## src/rtl/cnn_pkg.sv

```systemverilog
// Shared definitions for the image window scanner: FSM state encoding.
package cnn_pkg;

  localparam logic [1:0] ST_IDLE    = 2'd0;
  localparam logic [1:0] ST_FETCH   = 2'd1;
  localparam logic [1:0] ST_PRESENT = 2'd2;

  typedef enum logic [1:0] {
    IDLE    = ST_IDLE,
    FETCH   = ST_FETCH,
    PRESENT = ST_PRESENT
  } scan_state_e;

endpackage

```

## src/rtl/window_addr_gen.sv

```systemverilog
// Raster-order window origin generator: row/col counters stepped by STRIDE,
// plus detection of the final window position.
module window_addr_gen #(
  parameter int N_C    = 5,
  parameter int N_R    = 3,
  parameter int K      = 2,
  parameter int STRIDE = 1,
  parameter int AW     = 4
) (
  input  logic          clk,
  input  logic          rst,
  input  logic          clear,
  input  logic          advance,
  output logic [AW-1:0] row,
  output logic [AW-1:0] col,
  output logic          last
);

  logic col_wrap;
  logic row_end;

  // The next column step would push the window past the right edge.
  assign col_wrap = (int'(col) + STRIDE) > (N_C - K);
  assign row_end  = (int'(row) + STRIDE) > (N_R - K);
  assign last     = col_wrap && row_end;

  always_ff @(posedge clk or posedge rst) begin
    if (rst) begin
      row <= '0;
      col <= '0;
    end else if (clear) begin
      row <= '0;
      col <= '0;
    end else if (advance) begin
      if (col_wrap) begin
        col <= '0;
        row <= row + AW'(STRIDE);
      end else begin
        col <= col + AW'(STRIDE);
      end
    end
  end

endmodule

```

## src/rtl/image_window_scanner.sv

```systemverilog
// Pixel store plus a K x K sliding-window scanner that presents each window
// (with a constant offset added to every pixel) over a valid/ready handshake.
module image_window_scanner
  import cnn_pkg::*;
#(
  parameter int N_C    = 5,
  parameter int N_R    = 3,
  parameter int K      = 2,
  parameter int STRIDE = 1,
  parameter int DW     = 16,
  parameter int OFFSET = 6,
  parameter int AW     = $clog2(N_R * N_C)
) (
  input  logic              clk,
  input  logic              rst,
  input  logic              wr_en,
  input  logic [AW-1:0]     wr_addr,
  input  logic [DW-1:0]     wr_data,
  input  logic              start,
  output logic              busy,
  output logic              win_valid,
  input  logic              win_ready,
  output logic [K*K*DW-1:0] win_data,
  output logic [AW-1:0]     win_row,
  output logic [AW-1:0]     win_col,
  output logic              win_last
);

  localparam int             NPIX      = N_R * N_C;
  localparam logic [DW-1:0]  OFFSET_DW = DW'(OFFSET);

  logic [DW-1:0] pix_mem [NPIX];

  scan_state_e state;
  scan_state_e state_nxt;

  logic              scan_clear;
  logic              scan_advance;
  logic              fetch;
  logic [AW-1:0]     cur_row;
  logic [AW-1:0]     cur_col;
  logic              cur_last;
  logic [K*K*DW-1:0] gather;

  function automatic logic [AW-1:0] pix_addr(input logic [AW-1:0] r,
                                             input logic [AW-1:0] c,
                                             input int i, input int j);
    return AW'((int'(r) + i) * N_C + int'(c) + j);
  endfunction

  assign busy      = (state != IDLE);
  assign win_valid = (state == PRESENT);

  // Pixel storage is frozen during a scan and deliberately survives reset.
  always_ff @(posedge clk) begin
    if (wr_en && !busy && (int'(wr_addr) < NPIX)) begin
      pix_mem[wr_addr] <= wr_data;
    end
  end

  window_addr_gen #(
    .N_C    (N_C),
    .N_R    (N_R),
    .K      (K),
    .STRIDE (STRIDE),
    .AW     (AW)
  ) u_addr_gen (
    .clk     (clk),
    .rst     (rst),
    .clear   (scan_clear),
    .advance (scan_advance),
    .row     (cur_row),
    .col     (cur_col),
    .last    (cur_last)
  );

  // Offset addition wraps at DW bits; no saturation.
  always_comb begin
    gather = '0;
    for (int i = 0; i < K; i++) begin
      for (int j = 0; j < K; j++) begin
        gather[(i*K+j)*DW +: DW] = pix_mem[pix_addr(cur_row, cur_col, i, j)] + OFFSET_DW;
      end
    end
  end

  always_ff @(posedge clk or posedge rst) begin
    if (rst) begin
      state <= IDLE;
    end else begin
      state <= state_nxt;
    end
  end

  always_comb begin
    state_nxt    = state;
    scan_clear   = 1'b0;
    scan_advance = 1'b0;
    fetch        = 1'b0;
    unique case (state)
      IDLE: begin
        if (start) begin
          scan_clear = 1'b1;
          state_nxt  = FETCH;
        end
      end
      FETCH: begin
        fetch     = 1'b1;
        state_nxt = PRESENT;
      end
      PRESENT: begin
        if (win_ready) begin
          if (win_last) begin
            state_nxt = IDLE;
          end else begin
            scan_advance = 1'b1;
            state_nxt    = FETCH;
          end
        end
      end
      default: state_nxt = IDLE;
    endcase
  end

  // Window registers only load in FETCH, so they hold through any stall.
  always_ff @(posedge clk or posedge rst) begin
    if (rst) begin
      win_data <= '0;
      win_row  <= '0;
      win_col  <= '0;
      win_last <= 1'b0;
    end else if (fetch) begin
      win_data <= gather;
      win_row  <= cur_row;
      win_col  <= cur_col;
      win_last <= cur_last;
    end
  end

endmodule

```

## config.mk

```make
export PLATFORM = sky130hd
export DESIGN_NAME = image_window_scanner
export DESIGN_NICKNAME = d
export VERILOG_FILES = /design/src/rtl/cnn_pkg.sv /design/src/rtl/window_addr_gen.sv /design/src/rtl/image_window_scanner.sv
export SDC_FILE = /design/constraint.sdc
export NUM_CORES = 1
export LEC_CHECK = 0
export CELL_PAD_IN_SITES_DETAIL_PLACEMENT = 1
export CELL_PAD_IN_SITES_GLOBAL_PLACEMENT = 2
export CORE_MARGIN = 2
export CORE_UTILIZATION = 39
export DETAILED_ROUTE_END_ITERATION = 8
export GPL_ROUTABILITY_DRIVEN = 0
export PLACE_DENSITY = 0.77
export SYNTH_ARGS = -nofsm -noshare
export SYNTH_HDL_FRONTEND = slang
export SYNTH_HIERARCHICAL = 1
export SYNTH_SLANG_ARGS = --single-unit
```

## constraint.sdc

```tcl
create_clock -name clk -period 4.6 [get_ports clk]
set_input_delay 0.92 -clock clk [delete_from_list [all_inputs] [get_ports clk]]
set_output_delay 0.92 -clock clk [all_outputs]
set_load 0.02 [all_outputs]
```

# After elaboration in Yosys (flattened, before gate mapping)
# Memories as Yosys holds them, arrays and structs flattened.
# Cells that the tools add are included.
# op_classes
order_cmp	3
eq_ne	4
n_addsub	12
reduce_logical	10
n_mul	2
n_mux	18
# op_table
cell	n
16-bit by 3-bit adder with 16-bit output (second input constant)	4
32-bit by 2-bit greater-than comparator with 1-bit output (second input constant)	1
32-bit by 3-bit greater-than comparator with 1-bit output (second input constant)	1
4-bit 2-to-1 mux	6
4-bit by 1-bit adder with 4-bit output (second input constant)	3
4-bit by 1-bit adder with 5-bit output (second input constant)	2
1-bit 2-to-1 mux	9
4-bit adder	2
2-bit one-hot mux with 3 select lines	1
2-bit nonzero test	3
5-bit by 3-bit multiplier with 4-bit output (second input constant)	1
4-bit by 2-bit adder with 4-bit output (second input constant)	1
4-bit less-than comparator (second input constant)	1
4-bit by 3-bit multiplier with 4-bit output (second input constant)	1
2-bit 2-to-1 mux	2
2-bit AND reduction	2
1-bit logical AND	3
2-bit by 1-bit == test with 1-bit output (second input constant)	1
2-bit == test (second input constant)	1
2-bit logical NOT	1
2-bit by 1-bit != test with 1-bit output (second input constant)	1
2-bit != test (second input constant)	1
1-bit logical NOT	1
# totals
memories	1
out_inout_bits	75
in_bits	25
mem_bits_rw	240
elab_cells	57
regBits	83
# mem_list
memory	depth	width	read_ports	rd_ports_with_merged_regs	write_ports	line	text
pix_mem	15	16	4	0	1	image_window_scanner.sv:32	logic [DW-1:0] pix_mem [NPIX];

# Longest topological paths before layout
# depth
depth_word	6
mapped_depth	22
depth_no_buf	18

# Modules after synthesis
# Netlist, hierarchy kept.
# modules_own_cells
mod	seq_area_each_um2	n_inst	cells_each	area_each_um2
image_window_scanner	9083.7	1	1568	19997.9
window_addr_gen	200.2	1	57	534.3

# Worst setup path before layout
# No wires, ideal clock.
# synth_path
path_type	register to register
startpoint	register u_addr_gen.row[1]
endpoint	register win_data[63]
slack_ps	-377
synth_period_minus_slack_ps	4977
arrival_time_ps	4846
path_stages_with_launch	22
setup_time_ps	131
t_required_ps	4469
path_buffers	3
cell_sequence	dfrtp_1 ha_1 xnor2_1 xnor2_1 ha_1 inv_1 fa_1 xnor2_1 xnor2_2 xnor3_1 buf_2 buf_2 buf_2 nand2_1 o21ai_0 ha_1 or3_1 mux2_2 nand4bb_4 nor4b_2 xnor2_1 o21ai_1
# synth_via
elab_chain_cells	6
# synth_lines
element	line	text
start, declared	window_addr_gen.sv:14	output logic [AW-1:0] row,
start signal, assigned	window_addr_gen.sv:37	row <= row + AW'(STRIDE);
4-bit by 1-bit adder with 5-bit output	image_window_scanner.sv:48	return AW'((int'(r) + i) * N_C + int'(c) + j);
5-bit by 3-bit multiplier with 4-bit output	image_window_scanner.sv:48	
4-bit adder	image_window_scanner.sv:48	
4-bit by 2-bit adder with 4-bit output	image_window_scanner.sv:48	
memory 15 x 16 bit	--	
16-bit by 3-bit adder with 16-bit output	image_window_scanner.sv:82	gather[(i*K+j)*DW +: DW] = pix_mem[pix_addr(cur_row, cur_col, i, j)] + OFFSET_DW;
end signal, assigned	image_window_scanner.sv:133	win_data <= gather;
end, declared	image_window_scanner.sv:23	output logic [K*K*DW-1:0] win_data,
# Every way passes these cells.
# A chain may end at the register's enable or synchronous reset.

# Worst setup path in the final report
# layout_path
startpoint	register u_addr_gen.row[1]
endpoint	register win_data[59]
# The elaborated chain is that of the path after synthesis.

==> impl_metrics.yaml <==
finish:
  final_cell_mix: "edfxtp_1 (240), nand2_1 (186), buf_4 (182), mux4_2 (148), mux2i_1 (135)"
  final_nets: 1907
  drive_gt1_share_pct: 30.4
  area_growth_pct: 22.6
  fillers: 5353
  multi_input_area_sq_um: 10900
  mostFrequentLayoutCell: "edfxtp_1"
  final-seq-area_sq_um: 9290
detailed_routing:
  wl_per_cell_um: 30.0
  drt_drc_violations_left: 0
  num_vias: 16048
  wl_met1_um: 31400
  drt_wl_total_um: 77200
  drtAntennaViolNets: 0
  drt_iter0_markers: 1935
  drt_first_pass_iters: 5
  vias_per_cell: 6.23
  wl_met3_um: 6340
  maxUsedRoutingLayer: "met4"
  wl_met2_um: 35800
sta:
  hold_viol_final: 0
  worst_slack_ps: -14.3
  fin_crit_sh_pct: 100
  whs_ps: 477
  slew_violations: 0
  max_freq_mhz: 217
  worstMarginPinSlew_ps: 1050
  slew-limit-headroom_pct: 29.5
  min_period_ps: 4610
  rsz0062_at_grt: "true"
  finClkSkew_ps: 17.5
  final-setup-viol-count: 1
clock_network:
  htreeDepth: 2
  clock_latency_ps: 580
  cts_root_buf: "clkbuf_16"
  path_clk_slew_ps: 50
  clock_sinks: 323
  cts_tree: "built"
  clock_tree.buffer_depth: 3
  cts_buffers: 39
critical_path:
  arrival_ps: 5030
  reg2reg_setup_slack_ps: -10
  crit_required_ps: 5020
  critical_path_class: "reg2reg"
  worstSetupStartpointType: "flop"
  worstPathMaxFanout: 5
  endpoint_kind: "flop"
run:
  cap_violations: 0
synthesis:
  synth_edf_count: 240
  ys.flop_type: "edfxtp_1"
  syn-num-nets: 1674
  ys_seq_elements: 323
  syn_area_sq_um: 20500
  synthArstFlopShare_pct: 25.7
  synth_warnings: 6
  netlist_instances: 1625
  yosysUniqueCellTypes: 98
  synth.yosys.seq_area_share_pct: 45.2
  syn_area_per_cell_sq_um: 12.6
global_route:
  grt_pass1_vias: 16220
  antenna_found_initial: 1
  grt_pass1_wl_um: 112000
  grtUsageTotal_pct: 28.5
  gr-total-overflow: 0
  grt_max_degree: 69
outcome:
  violations: "setup timing"
  outcome: "complete, but fails checks"
floorplanning:
  io_pins: 100
  initial_utilization_pct: 39.2
  fp.coreArea_sq_um: 52300
  die_w_um: 233
  die_area_sq_um: 54500
  die_y_um: 233
  std_cell_rows: 84
hold_path:
  min_path_type: "reg2reg"
placed_design:
  numPortBuffers: 99
  hpwlAfterDp_um: 55600
-- state kept, by name, summed over array words and instances, names as in the netlist --
signal / count
win_data: 64
pix_mem: 240
win_col: 4
u_addr_gen/row: 4
win_row: 4
state: 2
win_last: 1
u_addr_gen/col: 4
-- cell usage after synthesis (all sizes together) (13+ instances only) --
library cell / n / share of area [%]
nor3: 31 / 0.80
edfxtp: 240 / 35
ha: 22 / 1.3
nand4: 17 / 0.55
buf: 69 / 2.4
mux2: 74 / 4.1
a21oi: 38 / 0.98
nand2: 189 / 3.5
dfrtp: 83 / 10
nor2: 100 / 1.8
nand3: 28 / 0.71
mux2i: 139 / 6.8
xnor2: 33 / 1.8
mux4: 148 / 16
xor2: 20 / 0.93
clkbuf: 46 / 0.84
nand2b: 13 / 0.40
o21ai: 81 / 2.0
a31oi: 18 / 0.58
inv: 31 / 0.57
-- path summary, 6_finish.rpt --
path                              startpoint           end  depth (start not counted)
min in group asynchronous                rst    win_row[0]                          2
min                             win_data[48]  win_data[48]                          2
max in group asynchronous                rst  win_data[31]                          3
max                        u_addr_gen/row[1]  win_data[59]                         18
min reg2reg                     win_data[48]  win_data[48]                          2
max reg2reg                u_addr_gen/row[1]  win_data[59]                         18
-- what timing repair did --
action | 4_1_cts | 5_1_grt
gates cloned | 0 | 1
buffers inserted | 2 | 10
pin swaps | 14 | 18
hold buffers | 0 | 0
setup endpoints to repair | 14 | 34
hold endpoints to repair | 0 | 0
gates resized for setup | 22 | 38
-- cell type report --
cell class | count | share of cell area, %
Sequential cell | 323 | 36.9
Tap cell | 688 | 3.42
Clock inverter | 11 | 0.264
Multi-Input combinational cell | 1155 | 43.3
Clock buffer | 55 | 4.45
Inverter | 32 | 0.497
Timing Repair Buffer | 307 | 11.1
Antenna cell | 3 | 0.0298
-- stage by stage --
stage          instances  util (%)  TNS (ps)  instance area [sq um]  setup slack (ps)
2_1_floorplan       1625         -     -38.3                  20600             -38.3
3_3_place_gp        2492      45.0      -174                  23600             -78.9
3_5_place_dp        2492      45.0      -783                  23600              -184
4_1_cts             2560      47.5      -143                  24900             -72.0
5_1_grt             2571      48.1     -1360                  25200              -163
6_report            2574      48.1     -14.3                  25200             -14.3
-- worst max-delay path, cell delays in order, from the launching register on --
cell,delay [ps]
dfrtp_2,420
ha_4,170
xnor2_2,130
xnor2_1,140
ha_1,300
inv_2,40
fa_4,870
xor2_4,210
mux4_2,540
nand2_2,90
o21ai_2,50
ha_2,180
or3_1,310
mux2_4,280
nand4bb_4,270
buf_6,160
nor2b_4,120
xnor2_2,120
o21ai_1,80
-- metal layers --
layer	vias up	track usage, %
met5	-	0
met4	0	12.2
met3	163	4.97
met2	759	45.6
met1	8343	38.2
li1	6783	-
-- logic make-up after synthesis --
logic type / count (synthesis) / share of synthesized area, %
flip-flops: 323 / 45.2
multiplexers: 361 / 27.2
buffers and inverters: 147 / 3.86
AO/OA/AOI/OAI: 249 / 8.13
AND/OR/NAND/NOR: 464 / 10.9
XOR/XNOR: 57 / 3.18
adder cells (fa/ha/maj): 24 / 1.54
Power is not shown: default switching activity piles up to over one toggle a cycle in this logic, so the estimate is an artifact.
==> RTL change, RTL diff (same flow settings) <==
The parameter `OFFSET` goes from 6 to 5.
--- a/src/rtl/image_window_scanner.sv
+++ b/src/rtl/image_window_scanner.sv
@@ -10,3 +10,3 @@
   parameter int DW     = 16,
-  parameter int OFFSET = 6,
+  parameter int OFFSET = 5,
   parameter int AW     = $clog2(N_R * N_C)
Check against the original RTL: not equivalent (a bounded check fails within 4 cycles, from zero or initial values and one cycle with rst high).
==> RTL change against the original RTL <==
The run still ends with setup timing left. Setup slack better by 14 ps. Wire length down 4.2%. Sequential cell count is the same. Critical path depth is 1 lower. Design area rose by 0.16%. Synthesized area decreased by 2.3%. Fmax is 0.31% higher. Non-clock buffer count increased by 24. Largest cell class unchanged. Highest routed layer is now met5.
Power is left out: the tool's default activity adds up to more than one toggle a clock period on the data nets, which glitch-free logic cannot reach.
==> RTL change: results (changes against the original RTL) <==
- Outcome: finished with violations
- The checks that failed: setup timing.
- The number of antenna diodes is 0 (-3).
- The multiplexer fraction of the synthesized cell area was 27.9% (+0.78 points).
* Inverter count: 28 (-13%)
* Post-cts sizing count: 35 (+59%)
* Met3 Resource Use GR: 6.97% (+2.0 points)
* Adder and majority cell fraction of the synthesized area: 1.57% (+0.036 points)
* Number of setup violations in the final report: 1 (unchanged)
* Fill count: 5201 (-2.8%)
- The synthesized netlist net count was 1604 (-4.2%).
- The final layout net count came to 1869 (-2.0%).
* Clock buffers and inverters, area share: 5.12% (+0.41 points)
- By count the netlist is led by sky130_fd_sc_hd__edfxtp_1, sky130_fd_sc_hd__mux4_2, sky130_fd_sc_hd__nand2_1.
- Reg-to-reg critical path startpoint: u_addr_gen/row[0]
- Sequential share of the synthesized area: 46.3% (+1.1 points)
* Buffers inserted by post-CTS timing repair: 13 (+11)
- Worst Setup Slack, final: -0.131 ps (+14.2 ps)
- Cell area reported after detailed placement: 23200 um^2 (-1.4%)
* Drt first pass iters: 7 (+2)
- The half-perimeter wire length of the detailed placement result came to 52500 um (-5.5%).
* Total clock buffers created by CTS: 38 (-2.6%)
- Vias in the first global route: 15700 (-2.9%)
- Count of routing violations after the opening detailed-route iteration: 1644 (-15%)
* Global-route met2 utilization: 43.8% (-1.8 points)
- The total length of routed wires is 73900 um (-4.2%).
- First-pass GRT wire length: 108000 um (-3.9%)
- The transition time at the pin with the least slew margin is 1020 ps (-32.0 ps).
- Signal routing reaches up to met5.
- The amount of wire on met2 after detailed routing is 34300 um (-4.4%).
- Destination of the worst hold path: win_data[31]
- Non-Clock Buffer Count: 331 (+7.8%)
* Final-layout non-clock buffer area share: 11.9% (+0.79 points)
- Ranked by total cell area, the synthesized netlist is headed by sky130_fd_sc_hd__edfxtp_1, sky130_fd_sc_hd__mux4_2, sky130_fd_sc_hd__dfrtp_1.
- The number of cells on the worst reg-to-reg path is 17 (-1).
* Routed wl met3: 7460 um (+18%)
- The global-route usage over all layers came to 27.7% (-0.83 points).
- Sequential share of cell area: 36.8% (-0.069 points)
- The fraction of final layout cells with drive strength greater than 1 is 33.0% (+2.6 points).
* Hold Startpoint: win_data[31]
- The met1 track demand over resource in global routing came to 36.6% (-1.6 points).
* Reg-to-reg endpoint: win_data[46]
- Share of cell area taken by multi-input logic gates: 42.3% (-0.98 points)
## RTL change: how the worst max path moves through the flow
stage                       from           end  slack (ps)  depth (start not counted)
5_1_grt        u_addr_gen/row[0]  win_data[62]        -170                         17
3_5_place_dp   u_addr_gen/row[0]  win_data[63]        -320                         16
4_1_cts        u_addr_gen/row[0]  win_data[62]         -60                         14
3_3_place_gp   u_addr_gen/row[0]  win_data[62]        -220                         17
2_1_floorplan  u_addr_gen/row[0]  win_data[31]          -7                         19
6_report       u_addr_gen/row[0]  win_data[46]        -0.1                         17
## RTL change: per-stage QoR
step           hold slack (ps)  util (%)  std cells  setup TNS, ps  worst slack, ps
6_report                   473      49.3       2526         -0.131           -0.131
5_1_grt                    512      49.3       2526          -1380             -166
4_1_cts                    480      48.6       2511           -160            -64.4
3_5_place_dp               467      45.5       2432          -2600             -325
3_3_place_gp               463      45.5       2432           -997             -216
2_1_floorplan              572         -       1555          -7.35            -7.35
